==> config.mk <==
export PLATFORM = sky130hd
export DESIGN_NAME = lcd_bcd_timer
export DESIGN_NICKNAME = d
export VERILOG_FILES = /design/src/rtl/lcd_bcd_timer.sv
export SDC_FILE = /design/constraint.sdc
export NUM_CORES = 1
export LEC_CHECK = 0
export BUFFER_PORTS_ARGS = -buffer_cell sky130_fd_sc_hd__buf_2
export CAP_MARGIN = 20
export CORE_ASPECT_RATIO = 1.25
export CORE_UTILIZATION = 28
export DETAILED_ROUTE_END_ITERATION = 7
export PLACE_DENSITY_LB_ADDON = 0.1
export SYNTH_ARGS = -nofsm -noshare
export SYNTH_HDL_FRONTEND = slang
export SYNTH_SLANG_ARGS = --single-unit
export TNS_END_PERCENT = 50
==> constraint.sdc <==
create_clock -name CLOCK_50 -period 4.69 [get_ports CLOCK_50]
set_clock_uncertainty 0.15 [all_clocks]
set_input_delay 0.2345 -clock CLOCK_50 [delete_from_list [all_inputs] [get_ports CLOCK_50]]
set_output_delay 0.2345 -clock CLOCK_50 [all_outputs]
set_load 0.005 [all_outputs]
==> src/rtl/lcd_bcd_timer.sv <==
// N-digit BCD up/down timer with run/stop, synchronous load/clear and an
// LCD write sequencer that redraws the count whenever it changes.
module lcd_bcd_timer #(
    parameter int DIGITS      = 4,
    parameter int TICK_DIV    = 500000,
    parameter int SETTLE      = 262142,
    parameter int LEAD_BLANKS = 2,
    parameter int ZERO_BLANK  = 0
) (
    input  logic                CLOCK_50,
    input  logic                RST,
    input  logic                run_toggle,
    input  logic                dir,
    input  logic                clear,
    input  logic                load,
    input  logic [4*DIGITS-1:0] load_value,
    output logic [4*DIGITS-1:0] count,
    output logic                running,
    output logic                wrap,
    output logic [7:0]          lcd_data,
    output logic                lcd_rs,
    output logic                lcd_start,
    input  logic                lcd_done
);
    localparam int CW        = 4 * DIGITS;
    localparam int DW        = $clog2(TICK_DIV);
    localparam int SW        = (SETTLE > 1) ? $clog2(SETTLE) : 1;
    localparam int FRAME_IDX = 4;
    localparam int LAST_IDX  = FRAME_IDX + LEAD_BLANKS + DIGITS;
    localparam int IW        = $clog2(LAST_IDX + 1);

    localparam logic [DW-1:0] DIV_LAST = DW'(TICK_DIV - 1);
    localparam logic [SW-1:0] SET_LAST = (SETTLE > 0) ? SW'(SETTLE - 1) : '0;

    // ---------------------------------------------------------------
    // BCD helpers
    // ---------------------------------------------------------------
    function automatic logic [CW-1:0] bcd_inc(input logic [CW-1:0] v);
        logic [CW-1:0] r;
        logic          c;
        r = v;
        c = 1'b1;
        for (int k = 0; k < DIGITS; k++) begin
            if (c) begin
                if (v[4*k +: 4] >= 4'd9) begin
                    r[4*k +: 4] = 4'd0;
                end else begin
                    r[4*k +: 4] = v[4*k +: 4] + 4'd1;
                    c = 1'b0;
                end
            end
        end
        return r;
    endfunction

    function automatic logic [CW-1:0] bcd_dec(input logic [CW-1:0] v);
        logic [CW-1:0] r;
        logic          b;
        r = v;
        b = 1'b1;
        for (int k = 0; k < DIGITS; k++) begin
            if (b) begin
                if (v[4*k +: 4] == 4'd0) begin
                    r[4*k +: 4] = 4'd9;
                end else begin
                    r[4*k +: 4] = v[4*k +: 4] - 4'd1;
                    b = 1'b0;
                end
            end
        end
        return r;
    endfunction

    function automatic logic [CW-1:0] bcd_sat(input logic [CW-1:0] v);
        logic [CW-1:0] r;
        r = v;
        for (int k = 0; k < DIGITS; k++) begin
            if (v[4*k +: 4] > 4'd9)
                r[4*k +: 4] = 4'd9;
        end
        return r;
    endfunction

    // ---------------------------------------------------------------
    // Tick divider and counter
    // ---------------------------------------------------------------
    logic [DW-1:0] div;
    logic          tick;
    logic          all9;
    logic          all0;

    // tick uses the pre-toggle running state, so a toggle on a tick cycle still counts
    assign tick = running && (div == DIV_LAST);
    assign all9 = (count == {DIGITS{4'h9}});
    assign all0 = (count == '0);

    always_ff @(posedge CLOCK_50 or negedge RST) begin
        if (!RST) begin
            count <= '0;
            div   <= '0;
            wrap  <= 1'b0;
        end else begin
            wrap <= 1'b0;
            if (clear) begin
                count <= '0;
                div   <= '0;
            end else if (load) begin
                count <= bcd_sat(load_value);
                div   <= '0;
            end else if (tick) begin
                div   <= '0;
                count <= dir ? bcd_inc(count) : bcd_dec(count);
                wrap  <= dir ? all9 : all0;
            end else if (running) begin
                div <= div + DW'(1);
            end
        end
    end

    always_ff @(posedge CLOCK_50 or negedge RST) begin
        if (!RST)
            running <= 1'b0;
        else if (run_toggle)
            running <= ~running;
    end

    // ---------------------------------------------------------------
    // Display snapshot and dirty tracking
    // ---------------------------------------------------------------
    logic [CW-1:0] snap;
    logic          dirty;
    logic          snap_take;

    always_ff @(posedge CLOCK_50 or negedge RST) begin
        if (!RST) begin
            snap  <= '0;
            dirty <= 1'b0;
        end else if (snap_take) begin
            snap  <= count;
            dirty <= 1'b0;
        end else if (count != snap) begin
            dirty <= 1'b1;
        end
    end

    logic [DIGITS-1:0] blank;
    logic              lead;

    // digit 0 is never blanked, so the loop stops at k=1
    always_comb begin
        blank = '0;
        lead  = 1'b1;
        for (int k = DIGITS - 1; k >= 1; k--) begin
            lead     = lead && (snap[4*k +: 4] == 4'd0);
            blank[k] = (ZERO_BLANK != 0) && lead;
        end
    end

    // ---------------------------------------------------------------
    // Write list: idx 0..3 init, 4 = home, then blanks, then digits MSB-first
    // ---------------------------------------------------------------
    typedef enum logic [2:0] {S_IDLE, S_SEND, S_WAIT, S_SETTLE, S_NEXT} seq_t;

    seq_t          state;
    seq_t          state_nxt;
    logic [IW-1:0] idx;
    logic [IW-1:0] idx_nxt;
    logic [SW-1:0] scnt;
    logic [SW-1:0] scnt_nxt;
    logic [7:0]    data_nxt;
    logic          rs_nxt;
    logic          start_nxt;
    logic [7:0]    e_byte;
    logic          e_rs;

    always_comb begin
        e_rs   = 1'b0;
        e_byte = 8'h00;
        if (idx == IW'(0))
            e_byte = 8'h38;
        else if (idx == IW'(1))
            e_byte = 8'h0C;
        else if (idx == IW'(2))
            e_byte = 8'h01;
        else if (idx == IW'(3))
            e_byte = 8'h06;
        else if (idx == IW'(FRAME_IDX))
            e_byte = 8'h80;
        else begin
            e_rs   = 1'b1;
            e_byte = 8'h20;
        end
        for (int k = 0; k < DIGITS; k++) begin
            if (idx == IW'(LAST_IDX - k) && !blank[k])
                e_byte = {4'h3, snap[4*k +: 4]};
        end
    end

    always_comb begin
        state_nxt = state;
        idx_nxt   = idx;
        scnt_nxt  = scnt;
        data_nxt  = lcd_data;
        rs_nxt    = lcd_rs;
        start_nxt = lcd_start;
        snap_take = 1'b0;
        case (state)
            S_IDLE: begin
                if (dirty) begin
                    idx_nxt   = IW'(FRAME_IDX);
                    state_nxt = S_SEND;
                end
            end
            S_SEND: begin
                data_nxt  = e_byte;
                rs_nxt    = e_rs;
                start_nxt = 1'b1;
                snap_take = (idx == IW'(FRAME_IDX));
                state_nxt = S_WAIT;
            end
            S_WAIT: begin
                if (lcd_done) begin
                    start_nxt = 1'b0;
                    scnt_nxt  = '0;
                    state_nxt = S_SETTLE;
                end
            end
            S_SETTLE: begin
                if (scnt == SET_LAST)
                    state_nxt = S_NEXT;
                else
                    scnt_nxt = scnt + SW'(1);
            end
            S_NEXT: begin
                if (idx == IW'(LAST_IDX)) begin
                    state_nxt = S_IDLE;
                end else begin
                    idx_nxt   = idx + IW'(1);
                    state_nxt = S_SEND;
                end
            end
            default: state_nxt = S_IDLE;
        endcase
    end

    // reset lands on the first init write; init runs straight into the first frame
    always_ff @(posedge CLOCK_50 or negedge RST) begin
        if (!RST) begin
            state     <= S_SEND;
            idx       <= '0;
            scnt      <= '0;
            lcd_data  <= 8'h00;
            lcd_rs    <= 1'b0;
            lcd_start <= 1'b0;
        end else begin
            state     <= state_nxt;
            idx       <= idx_nxt;
            scnt      <= scnt_nxt;
            lcd_data  <= data_nxt;
            lcd_rs    <= rs_nxt;
            lcd_start <= start_nxt;
        end
    end

endmodule

# After elaboration in Yosys (flattened, before gate mapping)
# Index checks and enable logic that the tools add are counted.
# word_totals
ff_bits,89
output_inout_bits,28
elab_cells,171
# classes
n_addsub,11
n_lt_le_gt_ge,8
n_eq_ne,24
n_mux,88
bitwise,1
n_reduce_logical,24
# ops
operator,n
4-bit two-way mux,20
19-bit two-way mux,4
8-bit two-way mux,9
16-bit two-way mux,4
1-bit two-way mux,42
18-bit two-way mux,2
18-bit case mux with 2 select lines,1
4-bit by 1-bit adder with 4-bit output (second input constant),5
4-bit zero test,5
19-bit by 1-bit adder with 19-bit output (second input constant),1
19-bit == test (second input constant),1
18-bit by 1-bit adder with 18-bit output (second input constant),1
18-bit == test (second input constant),1
3-bit AND reduction,6
16-bit == test (second input constant),1
4-bit greater-or-equal comparator (second input constant),4
4-bit > comparator (second input constant),4
16-bit zero test,1
16-bit != test,1
4-bit nonzero test,4
4-bit by 1-bit subtractor with 4-bit output (second input constant),4
3-bit case mux with 5 select lines,1
4-bit == test (second input constant),3
4-bit by 1-bit != test with 1-bit output (second input constant),3
16 further kinds,28

# Logic depth before layout (Yosys ltp)
# logic_depth
word_depth,18
depth_mapped,9

# Worst setup path before layout
# Ideal clock, no wire load.
# synth_timing
path_type,reg-to-reg
startpoint,register count[0]
endpoint,register count[15]
arrival_time_ns,1.908
setup_slack_ns,2.502
stages_incl_launch_ff,9
path_buffers,0
period_less_slack_ns,2.188
path_cell_list,dfrtp_1 -> inv_1 -> ha_1 -> or3b_4 -> o2111ai_2 -> o22a_1 -> o21a_2 -> nor4_2 -> nor4_2
# synth_via
elab_chain_cells,15
elab_cells_between_ends,29
classes_between,order compare: 1; eq/ne: 1; mux: 24; reduce/logical: 3
# synth_rtl
element,line,source
from (decl),17,"output logic [4*DIGITS-1:0] count,"
from (signal assigned),108,count <= bcd_sat(load_value);
from (signal assigned),112,count <= dir ? bcd_inc(count) : bcd_dec(count);
4-bit greater-or-equal comparator or 4-bit zero test (tied branches),"45, 63",
1-bit two-way mux (on tied branches),"45, 63",
1-bit two-way mux,110,end else if (tick) begin
1-bit two-way mux,107,end else if (load) begin
1-bit two-way mux,104,if (clear) begin
1-bit two-way mux (on tied branches),"44, 62",
1-bit two-way mux,110,
1-bit two-way mux,107,
1-bit two-way mux,104,
1-bit two-way mux (on tied branches),"44, 62",
1-bit two-way mux,110,
1-bit two-way mux,107,
1-bit two-way mux,104,
4-bit by 1-bit != test with 1-bit output (no source line) or 4-bit nonzero test (tied branches),n/a,
3-bit AND reduction (no source line) (*),n/a,
# Every way passes the cells marked *; elsewhere a longest branch is shown, timed or not. The select of a mux whose other input is x is not followed.
# A chain may end at the register's enable or synchronous reset.

# Worst setup path after layout
# layout_timing
startpoint,register div[0]
endpoint,register count[7]
# layout_via
elab_chain_cells,4
# layout_rtl
element,line,source
from (decl),87,logic [DW-1:0] div;
from (signal assigned),115,div <= div + DW'(1);
19-bit == test,93,assign tick = running && (div == DIV_LAST);
1-bit logical AND,93,
3-bit nonzero test (no source line),n/a,
3-bit AND reduction (no source line),n/a,
# Every way passes these cells.

==> results.sh <==
export IMPL_status="completed"
export IMPL_area_growth_pct=13.9
export IMPL_worst_pin_slew_ns=0.878
export IMPL_wl_per_cell_um=15.4
export IMPL_cts_tree="done"
export IMPL_clock_path_buffers=2
export IMPL_hold_viol=0
export IMPL_yosysMostFrequentCell="dfrtp_1"
export IMPL_grt_pass1_wl_um=24200
export IMPL_ys_warn_count=0
export IMPL_post_cts_resized=0
export IMPL_grt_use_total_pct=14.9
export IMPL_synth_largest_area_cell="dfrtp_1"
export IMPL_powerDensity_nw_per_um2=314
export IMPL_placed_cell_area_um2=5980
export IMPL_ys_types=77
export IMPL_setup_viol_count_final=0
export IMPL_maxUsedRoutingLayer="met4"
export IMPL_dp_cells=895
export IMPL_synth_fa_ha_area_share_pct=4.52
export IMPL_synth_async_reset_ratio_pct=100
export IMPL_h_tree_depth=3
export IMPL_wl_met3_um=365
export IMPL_fin_util_pct=32.5
export IMPL_rsz0062_at_grt="no"
export IMPL_muxShareOfSynthArea_pct=3.98
export IMPL_critPathMaxFanout=21
export IMPL_met1Wirelength_um=7030
export IMPL_firstDrtPassIters=4
export IMPL_diodes=0
export IMPL_ys_seq_area_share_pct=39.8
export IMPL_insertion_delay_ns=0.35
export IMPL_ys_seq_elements=88
export IMPL_synth_compound_area_share_pct=16.1
export IMPL_synth_xor_area_share_pct=7.12
export IMPL_clk_pin_slew_ns=0.06
export IMPL_num_vias=4471
export IMPL_num_rows=57
export IMPL_dieHeight_um=159
export IMPL_synth_nets=653
export IMPL_grt_ovfl_total=0
export IMPL_total_power_mw=1.98
export IMPL_route_met2_wl_um=6350
export IMPL_fin_crit_sh_pct=56.0
export IMPL_cts_sinks=88
export IMPL_synth_top_area_share_pct=39.3
export IMPL_gp_congestion=0.758
export IMPL_slew_limit_headroom_pct=41.2
export IMPL_ios=51
export IMPL_synth_ff_type="dfrtp_1"
export IMPL_holdBufCountCts=2
export IMPL_ys_top_cells_by_area="dfrtp_1 (39%), ha_1 (4.5%), nor2_1 (4.3%)"
export IMPL_stdcell_area_um2=6300
export IMPL_leakage_nw=2.73
export IMPL_postCtsSetupRepairBufs=0
export IMPL_chipWidth_um=128
export IMPL_syn_avg_cell_area_um2=9.08
export IMPL_maxSlewViolCount=0
export IMPL_worstPathArrival_ns=2.71
export IMPL_fill_cells=2064
export IMPL_period_needed_ns=2.63
export IMPL_final_layout_size_suffix_gt1_share_pct=15.6
export IMPL_core_um2=19400
export IMPL_die_area_um2=20300
export IMPL_antenna_found_initial=0
export IMPL_initial_core_util_pct=28.5
export IMPL_synth_common_cells="dfrtp_1 (87), nor2_1 (63), nand2_1 (47)"
export IMPL_vdd_drop_max_mv=0.176
export IMPL_drv_cap=0
export IMPL_cts_buffers=9
export IMPL_startpoint_type="register"
export IMPL_clock_fmax_mhz=381
export IMPL_stdcell_count=911
export IMPL_io_buffers=49
export IMPL_grt_pass1_vias=4628
export IMPL_synthSimpleGateAreaFrac_pct=23.2
export IMPL_synthCells=610
export IMPL_critical_path_class="reg -> reg"
export IMPL_synth_area_um2=5540
export IMPL_critPathCaptureType="register"
export IMPL_setup_tns_ns=0
export IMPL_clockRootBuffer="clkbuf_16"
export IMPL_wl_um=14000
export IMPL_worstHoldPathType="in -> reg"
export IMPL_via_per_inst=4.91
export IMPL_synth_edff_count=0
export IMPL_fin_nets=686
export IMPL_drtIter0Drc=187
export IMPL_critPathRequiredTime_ns=4.77
export IMPL_drc=0
export IMPL_drt_antenna_violating_nets=0
export IMPL_synth_top_family_by_area="simple AND/OR/NAND/NOR gates"
export IMPL_grt_max_degree=52
export IMPL_hpwl_um=10000
## layout by cell type, fill, tap and decap left out, types with 18 or more instances in the layout
cell type and instances:
xnor2_1 23, nor2_1 63, buf_2 48, a21oi_1 25
inv_1 34, dfrtp_1 87, nand2_1 47, nor3_1 18
ha_1 20, nand3_1 32, o21ai_0 34, xor2_1 22
## worst max-delay path: stages, from the launching register on
cell	delay (ns)
dfrtp_1	0.39
ha_1	0.19
nand3_1	0.11
nor2_1	0.14
nand4_2	0.30
nand2_1	0.73
nand2_1	0.23
a32o_1	0.26
## flip-flops by register name, summed over array words and instances (netlist names)
name / count
lcd_rs: 1
running: 1
div: 19
dirty: 1
state: 3
count: 16
wrap: 1
snap: 16
lcd_start: 1
scnt: 18
lcd_data: 7
idx: 4
## metal layers
layer	global-route usage, %	up-vias
met4	6.04	0
li1	-	2231
met1	20.7	2159
met3	2.22	17
met2	23.2	64
met5	0	-
## through the flow
step | hold WS [ns] | worst slack (ns)
after detailed placement | 0.0955 | 2.00
after CTS | 0.00565 | 2.01
after global placement | 0.0957 | 2.06
after floorplan | -0.211 | 2.50
final | 0.0154 | 2.06
after global routing | 0.0244 | 1.67
## cells by family (layout without fill, tap and decap cells)
family | count (synthesis) | in the layout
flops | 88 | 88
other cells | 1 | 1
compound gates | 134 | 134
simple gates | 236 | 236
buf+inv | 66 | 102
mux | 20 | 20
xor+xnor | 45 | 45
fa+ha+maj | 20 | 20
## worst paths after layout
path / from / end / slack, ns / depth (start not counted)
setup / recovery: div[0] / count[7] / 2.06 / 7
hold / removal: load_value[1] / count[1] / 0.02 / 3
setup reg to reg: div[0] / count[7] / 2.06 / 7
hold reg to reg: lcd_start / lcd_start / 0.33 / 1
max in group asynchronous: RST / state[2] / 3.07 / 3
min in group asynchronous: RST / scnt[16] / 0.26 / 2
## cell type report
cell class              instances  area [um2]  share of cell area, %
clock buffers                  12         267                   4.23
well taps                     265         332                   5.26
clock inverters                 2        38.8                  0.615
inverters                      34         128                   2.02
flip-flops and latches         88        2200                   35.0
repair buffers                 54         290                   4.60
multi-input cells             456        3050                   48.3
## power by group
part / leakage [nW] / total (mW) / internal, mW / switching, mW
sequential: 1.17 / 0.908 / 0.812 / 0.0964
clock: 0.151 / 0.760 / 0.452 / 0.308
combinational: 1.41 / 0.313 / 0.137 / 0.177
total: 2.73 / 1.98 / 1.40 / 0.581
Power figures use the tool's default switching activity.
